[src/rtl/interrupt_source_controller.sv]
// Interrupt initiator: latches source edges, masks, prioritises and
// drives the core's interrupt pin until the routine's RTI is acknowledged.
module interrupt_source_controller #(
    parameter int NUM_SOURCES  = 4,
    parameter int ID_W         = 2,
    parameter int PULSE_CYCLES = 1,
    parameter int ACK_TIMEOUT  = 256,
    parameter int TO_W         = 9
) (
    input  logic                   clk,
    input  logic                   reset,
    input  logic [NUM_SOURCES-1:0] irq_src,
    input  logic                   mask_we,
    input  logic [NUM_SOURCES-1:0] mask_wdata,
    input  logic                   int_ack,
    output logic                   interrupt,
    output logic [ID_W-1:0]        int_id,
    output logic [NUM_SOURCES-1:0] pending,
    output logic                   busy,
    output logic                   timeout_err
);

    localparam int PCW = (PULSE_CYCLES > 1) ? $clog2(PULSE_CYCLES) : 1;

    typedef enum logic [1:0] {
        IDLE,
        RAISE,
        WAIT_ACK,
        COOLDOWN
    } state_t;

    state_t state;
    state_t nextState;

    logic [NUM_SOURCES-1:0] prevSrc;
    logic [NUM_SOURCES-1:0] maskReg;
    logic [NUM_SOURCES-1:0] srcEdge;
    logic [NUM_SOURCES-1:0] eligible;
    logic [NUM_SOURCES-1:0] pendClr;
    logic [ID_W-1:0]        winner;
    logic                   anyEligible;
    logic [PCW-1:0]         pulseCnt;
    logic [TO_W-1:0]        waitCnt;
    logic                   pulseDone;
    logic                   waitExpired;
    logic                   toFire;

    always_comb begin
        srcEdge     = irq_src & ~prevSrc;
        eligible    = pending & ~maskReg;
        winner      = '0;
        anyEligible = 1'b0;
        // Scan downwards so the lowest set index is the one left standing.
        for (int i = NUM_SOURCES - 1; i >= 0; i--) begin
            if (eligible[i]) begin
                winner      = ID_W'(i);
                anyEligible = 1'b1;
            end
        end
    end

    assign pulseDone   = (pulseCnt == PCW'(PULSE_CYCLES - 1));
    assign waitExpired = (ACK_TIMEOUT != 0) &&
                         (waitCnt == TO_W'(ACK_TIMEOUT - 1));

    always_comb begin
        nextState = state;
        pendClr   = '0;
        toFire    = 1'b0;
        unique case (state)
            IDLE: begin
                if (anyEligible) begin
                    nextState = RAISE;
                    pendClr   = eligible & (~eligible + 1'b1);
                end
            end
            RAISE: begin
                if (pulseDone) begin
                    nextState = WAIT_ACK;
                end
            end
            WAIT_ACK: begin
                if (int_ack) begin
                    nextState = COOLDOWN;
                end else if (waitExpired) begin
                    nextState = COOLDOWN;
                    toFire    = 1'b1;
                end
            end
            COOLDOWN: begin
                nextState = IDLE;
            end
            default: begin
                nextState = IDLE;
            end
        endcase
    end

    // Outputs are registered from the next state so they line up with it.
    always_ff @(posedge clk) begin
        if (!reset) begin
            state       <= IDLE;
            prevSrc     <= irq_src;
            pending     <= '0;
            maskReg     <= '0;
            int_id      <= '0;
            interrupt   <= 1'b0;
            busy        <= 1'b0;
            timeout_err <= 1'b0;
            pulseCnt    <= '0;
            waitCnt     <= '0;
        end else begin
            state     <= nextState;
            prevSrc   <= irq_src;
            pending   <= (pending & ~pendClr) | srcEdge;
            interrupt <= (nextState == RAISE);
            busy      <= (nextState != IDLE);
            if (mask_we) begin
                maskReg <= mask_wdata;
            end
            if (state == IDLE && anyEligible) begin
                int_id <= winner;
            end
            if (toFire) begin
                timeout_err <= 1'b1;
            end
            pulseCnt <= (state == RAISE) ? pulseCnt + 1'b1 : '0;
            waitCnt  <= (state == WAIT_ACK) ? waitCnt + 1'b1 : '0;
        end
    end

endmodule

[config.mk]
export PLATFORM = sky130hd
export DESIGN_NAME = interrupt_source_controller
export DESIGN_NICKNAME = d
export VERILOG_FILES = /design/src/rtl/interrupt_source_controller.sv
export SDC_FILE = /design/constraint.sdc
export NUM_CORES = 1
export LEC_CHECK = 0
export ABC_AREA = 1
export BUFFER_PORTS_ARGS = -buffer_cell sky130_fd_sc_hd__buf_2
export CAP_MARGIN = 5
export CORE_ASPECT_RATIO = 1.75
export CORE_UTILIZATION = 47
export DETAILED_ROUTE_END_ITERATION = 10
export PLACE_DENSITY = 0.72
export SYNTH_ARGS = -nofsm -noshare
export SYNTH_HDL_FRONTEND = slang
export SYNTH_SLANG_ARGS = --single-unit
[constraint.sdc]
create_clock -name clk -period 1.4 [get_ports clk]
set_input_delay 0.28 -clock clk [delete_from_list [all_inputs] [get_ports clk]]
set_output_delay 0.28 -clock clk [all_outputs]
set_load 0.02 [all_outputs]
# [Yosys cells after proc, flatten, opt, wreduce, memory -nomap -nowiden]
# Index checks and enable logic that the tools add are counted.
[totals] mem_bits_ro=0 ram_bits=0 latchBits=0 output_inout_bits=9 elab_cells=50 register_bits=29 memories=0
[classes] shifts=0 n_lt_le_gt_ge=0 n_mux=18 n_mul=0 n_reduce_logical=5 eq_ne=5 addsub=3 div_mod_pow=0 bitwise_logic=9
[op_table] cell="4-bit bitwise AND" count=4
[op_table] cell="2-bit 2-to-1 mux" count=8
[op_table] cell="4-bit inverter" count=4
[op_table] cell="9-bit by 1-bit adder with 9-bit output, second input constant" count=1
[op_table] cell="9-bit by 8-bit == test with 1-bit output, second input constant" count=1
[op_table] cell="4-bit 2-to-1 mux" count=2
[op_table] cell="2-bit one-hot mux with 4 select lines" count=1
[op_table] cell="1-bit 2-to-1 mux" count=7
[op_table] cell="4-bit by 1-bit adder with 4-bit output, second input constant" count=1
[op_table] cell="2-bit by 1-bit == test with 1-bit output, second input constant" count=2
[op_table] cell="2-bit == test, second input constant" count=2
[op_table] cell="4-bit bitwise OR" count=1
[op_table] cell="2-bit AND reduction" count=2
[op_table] cell="2-bit zero test" count=1
[op_table] cell="2-bit nonzero test" count=1
[op_table] cell="1-bit adder, second input constant" count=1
[op_table] cell="1-bit logical AND" count=1

# [Logic depth before layout (Yosys ltp)]
[logic_depth] word_depth=11 mapped_depth=12

# [Worst setup path after synthesis]
# Ideal clock, no wire load.
[synth_timing] kind="reg2reg" startpoint="register waitCnt[0]" endpoint="register interrupt" arrival_ns=1.475 required_ns=1.336 setup_ns=0.064 path_buffers=0 period_less_slack_ns=1.539 path_slack_ns=-0.139 path_stages_with_launch=13 cell_sequence="dfxtp_1 -> ha_1 -> nand2_1 -> nor3_1 -> nand2_1 -> nor2_1 -> ha_1 -> nor2_1 -> nor2_1 -> a21oi_1 -> nand2_1 -> nand2_2 -> nor2_1"
[synth_between] elab_chain_len=5
[synth_rtl] item="start: declaration" line_no="43" text="logic [TO_W-1:0] waitCnt;"
[synth_rtl] item="start signal: assignment" line_no="128" text="waitCnt <= (state == WAIT_ACK) ? waitCnt + 1'b1 : '0;"
[synth_rtl] item="9-bit by 8-bit == test with 1-bit output" line_no="64" text="(waitCnt == TO_W'(ACK_TIMEOUT - 1));"
[synth_rtl] item="2-bit 2-to-1 mux" line_no="85" text="end else if (waitExpired) begin"
[synth_rtl] item="2-bit 2-to-1 mux" line_no="83" text="if (int_ack) begin"
[synth_rtl] item="2-bit one-hot mux with 4 select lines" line_no="70" text="unique case (state)"
[synth_rtl] item="2-bit by 1-bit == test with 1-bit output" line_no="116" text="interrupt <= (nextState == RAISE);"
[synth_rtl] item="end signal: assignment" line_no="116"
[synth_rtl] item="end: declaration" line_no="16" text="output logic interrupt,"
# No other way between the ends.
# A chain may end at the register's enable or synchronous reset.

# [Final worst setup path]
# Ends and elaborated chain as after synthesis.

==> flow_summary.yaml <==
run_status:
  outcome: "complete, but fails checks"
  violations: "negative setup slack"
cts:
  cts-root-buf: "clkbuf_4"
  clock-sinks: 29
  htree_levels: 2
  cts_tree: "built"
  path_clk_slew_ns: 0.09
  hold_buffers: 0
  cts_made_buffers: 5
  cts.path.max_buffers: 2
  clock_latency_ns: 0.33
drt:
  wl_per_cell_um: 10.7
  finalWirelength_um: 2120
  dr.pass1.iters: 4
  drc: 0
  drt-initial-drc-count: 16
  drtAntennaViolNets: 0
  routed_via_density: 4.81
  vias: 952
worst_setup_path:
  startpoint_type: "flop"
  cp_max_fo: 3
  r2r_start: "waitCnt[0]$_SDFF_PN0_"
  crit_type: "reg2reg"
  worstReg2RegEnd: "interrupt$_SDFF_PN0_"
  reg2reg_depth: 12
  arrival_ns: 1.79
  critPathRequiredTime_ns: 1.68
  cp-end-kind: "flop"
  reg2reg_slack_ns: -0.11
floorplanning:
  io_pins: 21
  die-area_mm2: 0.00253
  die_x_um: 38.5
  core_area_mm2: 0.00215
  num_rows: 22
  die_y_um: 65.8
  initial_core_util_pct: 51.0
synth:
  yosys_warnings: 0
  syn_avg_cell_area_um2: 7.93
  yosysSeqAreaShare_pct: 53.0
  synth_top_area_share_pct: 53.0
  synth_seq_cells: 29
  synthTopCellsByArea: "dfxtp_1 (53%), nand2_1 (8.2%), inv_1 (7.5%)"
  synthesis.nets: 152
  synth_top_cell_by_area: "dfxtp_1"
  syn_inst: 138
  synth_area_mm2: 0.00109
  synthDistinctLibCells: 19
global_routing:
  grt_pass1_vias: 939
  grt_pass1_wl_um: 3820
  track_usage_pct: 21.7
  grt_overflow_total: 0
  antenna_found_initial: 0
  grt_start_max_net_pins: 11
hold_path:
  whs_endpoint: "prevSrc[3]$_DFF_P_"
  min_delay_path_depth: 1
  hp-start: "irq_src[3]"
  hold_class: "in2reg"
final_layout:
  diodes: 0
  stdcell_count: 198
  mostFrequentLayoutCells: "dfxtp_1 (26), inv_1 (22), nand2_1 (21), buf_2 (20), nor2_1 (15)"
  areaGrowthSynthToFinish_pct: 25.9
  drive_gt1_share_pct: 31.0
  nets: 187
  final_common_cell: "dfxtp_1"
  utilization_pct: 64.2
placed_design:
  place_inst: 186
  gp_congestion: 0.656
  hpwl_um: 1570
  portBuffers: 20
timing:
  hold_viol_final: 0
  max_freq_mhz: 661
  worst_slew_pin_slew_ns: 0.302
  setup_ws_ns: -0.112
  fin_crit_ns: 1.51
  post-route-period-util_pct: 108
  slew_headroom_pct: 79.8
  final-max-slew-violation-count: 0
  rsz0062_at_grt: "true"
  tns_ns: -0.286
  finalClockSkew_ns: 0.0117
  setup_viol_count_final: 3
power:
  power_density_mw_per_mm2: 1190
  ir_drop_v: 0.000799
  p_leak_nw: 0.664
flow_run:
  maxCapViolations: 0
worst max path at each step:
stage,slack [ns],from,cells past startpoint,end
4_1_cts,-0.07,waitCnt[0]$_SDFF_PN0_,12,interrupt$_SDFF_PN0_
3_3_place_gp,-0.13,waitCnt[1]$_SDFF_PN0_,12,interrupt$_SDFF_PN0_
3_5_place_dp,-0.18,waitCnt[1]$_SDFF_PN0_,12,interrupt$_SDFF_PN0_
5_1_grt,-0.21,waitCnt[0]$_SDFF_PN0_,12,interrupt$_SDFF_PN0_
2_1_floorplan,-0.08,waitCnt[0]$_SDFF_PN0_,12,interrupt$_SDFF_PN0_
6_report,-0.11,waitCnt[0]$_SDFF_PN0_,12,interrupt$_SDFF_PN0_
area by class of cell:
type                       instances  area [um2]
fill                             190         768
sequential                        29         584
multi-input combinational         84         452
timing repair buffer              29         168
inverter                          24        90.1
clock buffer                       5        37.5
tap                               24        30.0
clock inverter                     3        17.5
critical path, stage by stage, from the launching register on:
cell and delay, ns:
dfxtp_2 0.36, ha_4 0.15, nand2_4 0.06, nor3_4 0.13, nand2_1 0.10, nor2_1 0.12
ha_2 0.19, nor2_1 0.04, nor2_1 0.07, a21oi_1 0.04, nand2_1 0.08, nand2_2 0.06
nor2_1 0.08
state kept, by name, indices dropped and copies added, names as in the netlist:
signal / count
maskReg: 4
busy: 1
pending: 4
prevSrc: 4
waitCnt: 9
int_id: 2
interrupt: 1
timeout_err: 1
pulseCnt: 1
state: 2
stage by stage:
stage	power (mW)	setup slack [ns]	cell area [um2]	hold slack, ns
floorplan	1.11	-0.0791	1120	0.308
global placement	1.18	-0.131	1280	0.398
detailed placement	1.19	-0.177	1280	0.401
CTS	1.67	-0.0733	1380	0.0474
global route	1.75	-0.213	1380	0.0417
finish	1.64	-0.112	1380	0.0592
layer usage:
metal / GRT usage, % / up-vias / routed length, um
met5: 0 / - / 0
met4: 11.6 / 0 / 55
met3: 9.09 / 6 / 91
met2: 37.1 / 16 / 1140
met1: 20.5 / 423 / 835
li1: - / 507 / -
timing repair:
action                                  in CTS  in global routing
gates resized for setup                      3                  2
pin swaps                                    5                  1
endpoints found under the setup margin       4                  5
setup buffers                                4                  2
kinds of logic after synthesis:
group                      after synthesis  synth area share (%)
adders and majority gates                2                  2.29
DFF                                     29                  53.0
buffers and inverters                   25                  9.26
AOI/OAI and AO/OA                       28                  13.4
and+or+nand+nor                         54                  22.1
power breakdown:
| group | internal, mW | switching, mW |
|---|---|---|
| clock network | 0.189 | 0.285 |
| registers | 0.884 | 0.0281 |
| logic | 0.0900 | 0.167 |
| total | 1.16 | 0.481 |
cell usage after synthesis:
library cell,instances
dfxtp_1,29
nand2_1,24
inv_1,22
nor2_1,15
a21oi_1,14
o21ai_0,11
nand3_1,4
nand2_2,3
nor3_1,3
ha_1,2
inv_2,2
nand4_1,2
a21boi_0,1
buf_6,1
nand3_2,1
nand3b_1,1
nor2_4,1
o21ai_1,1
o21ai_2,1
Note: power is estimated with default switching activity, not from simulation.
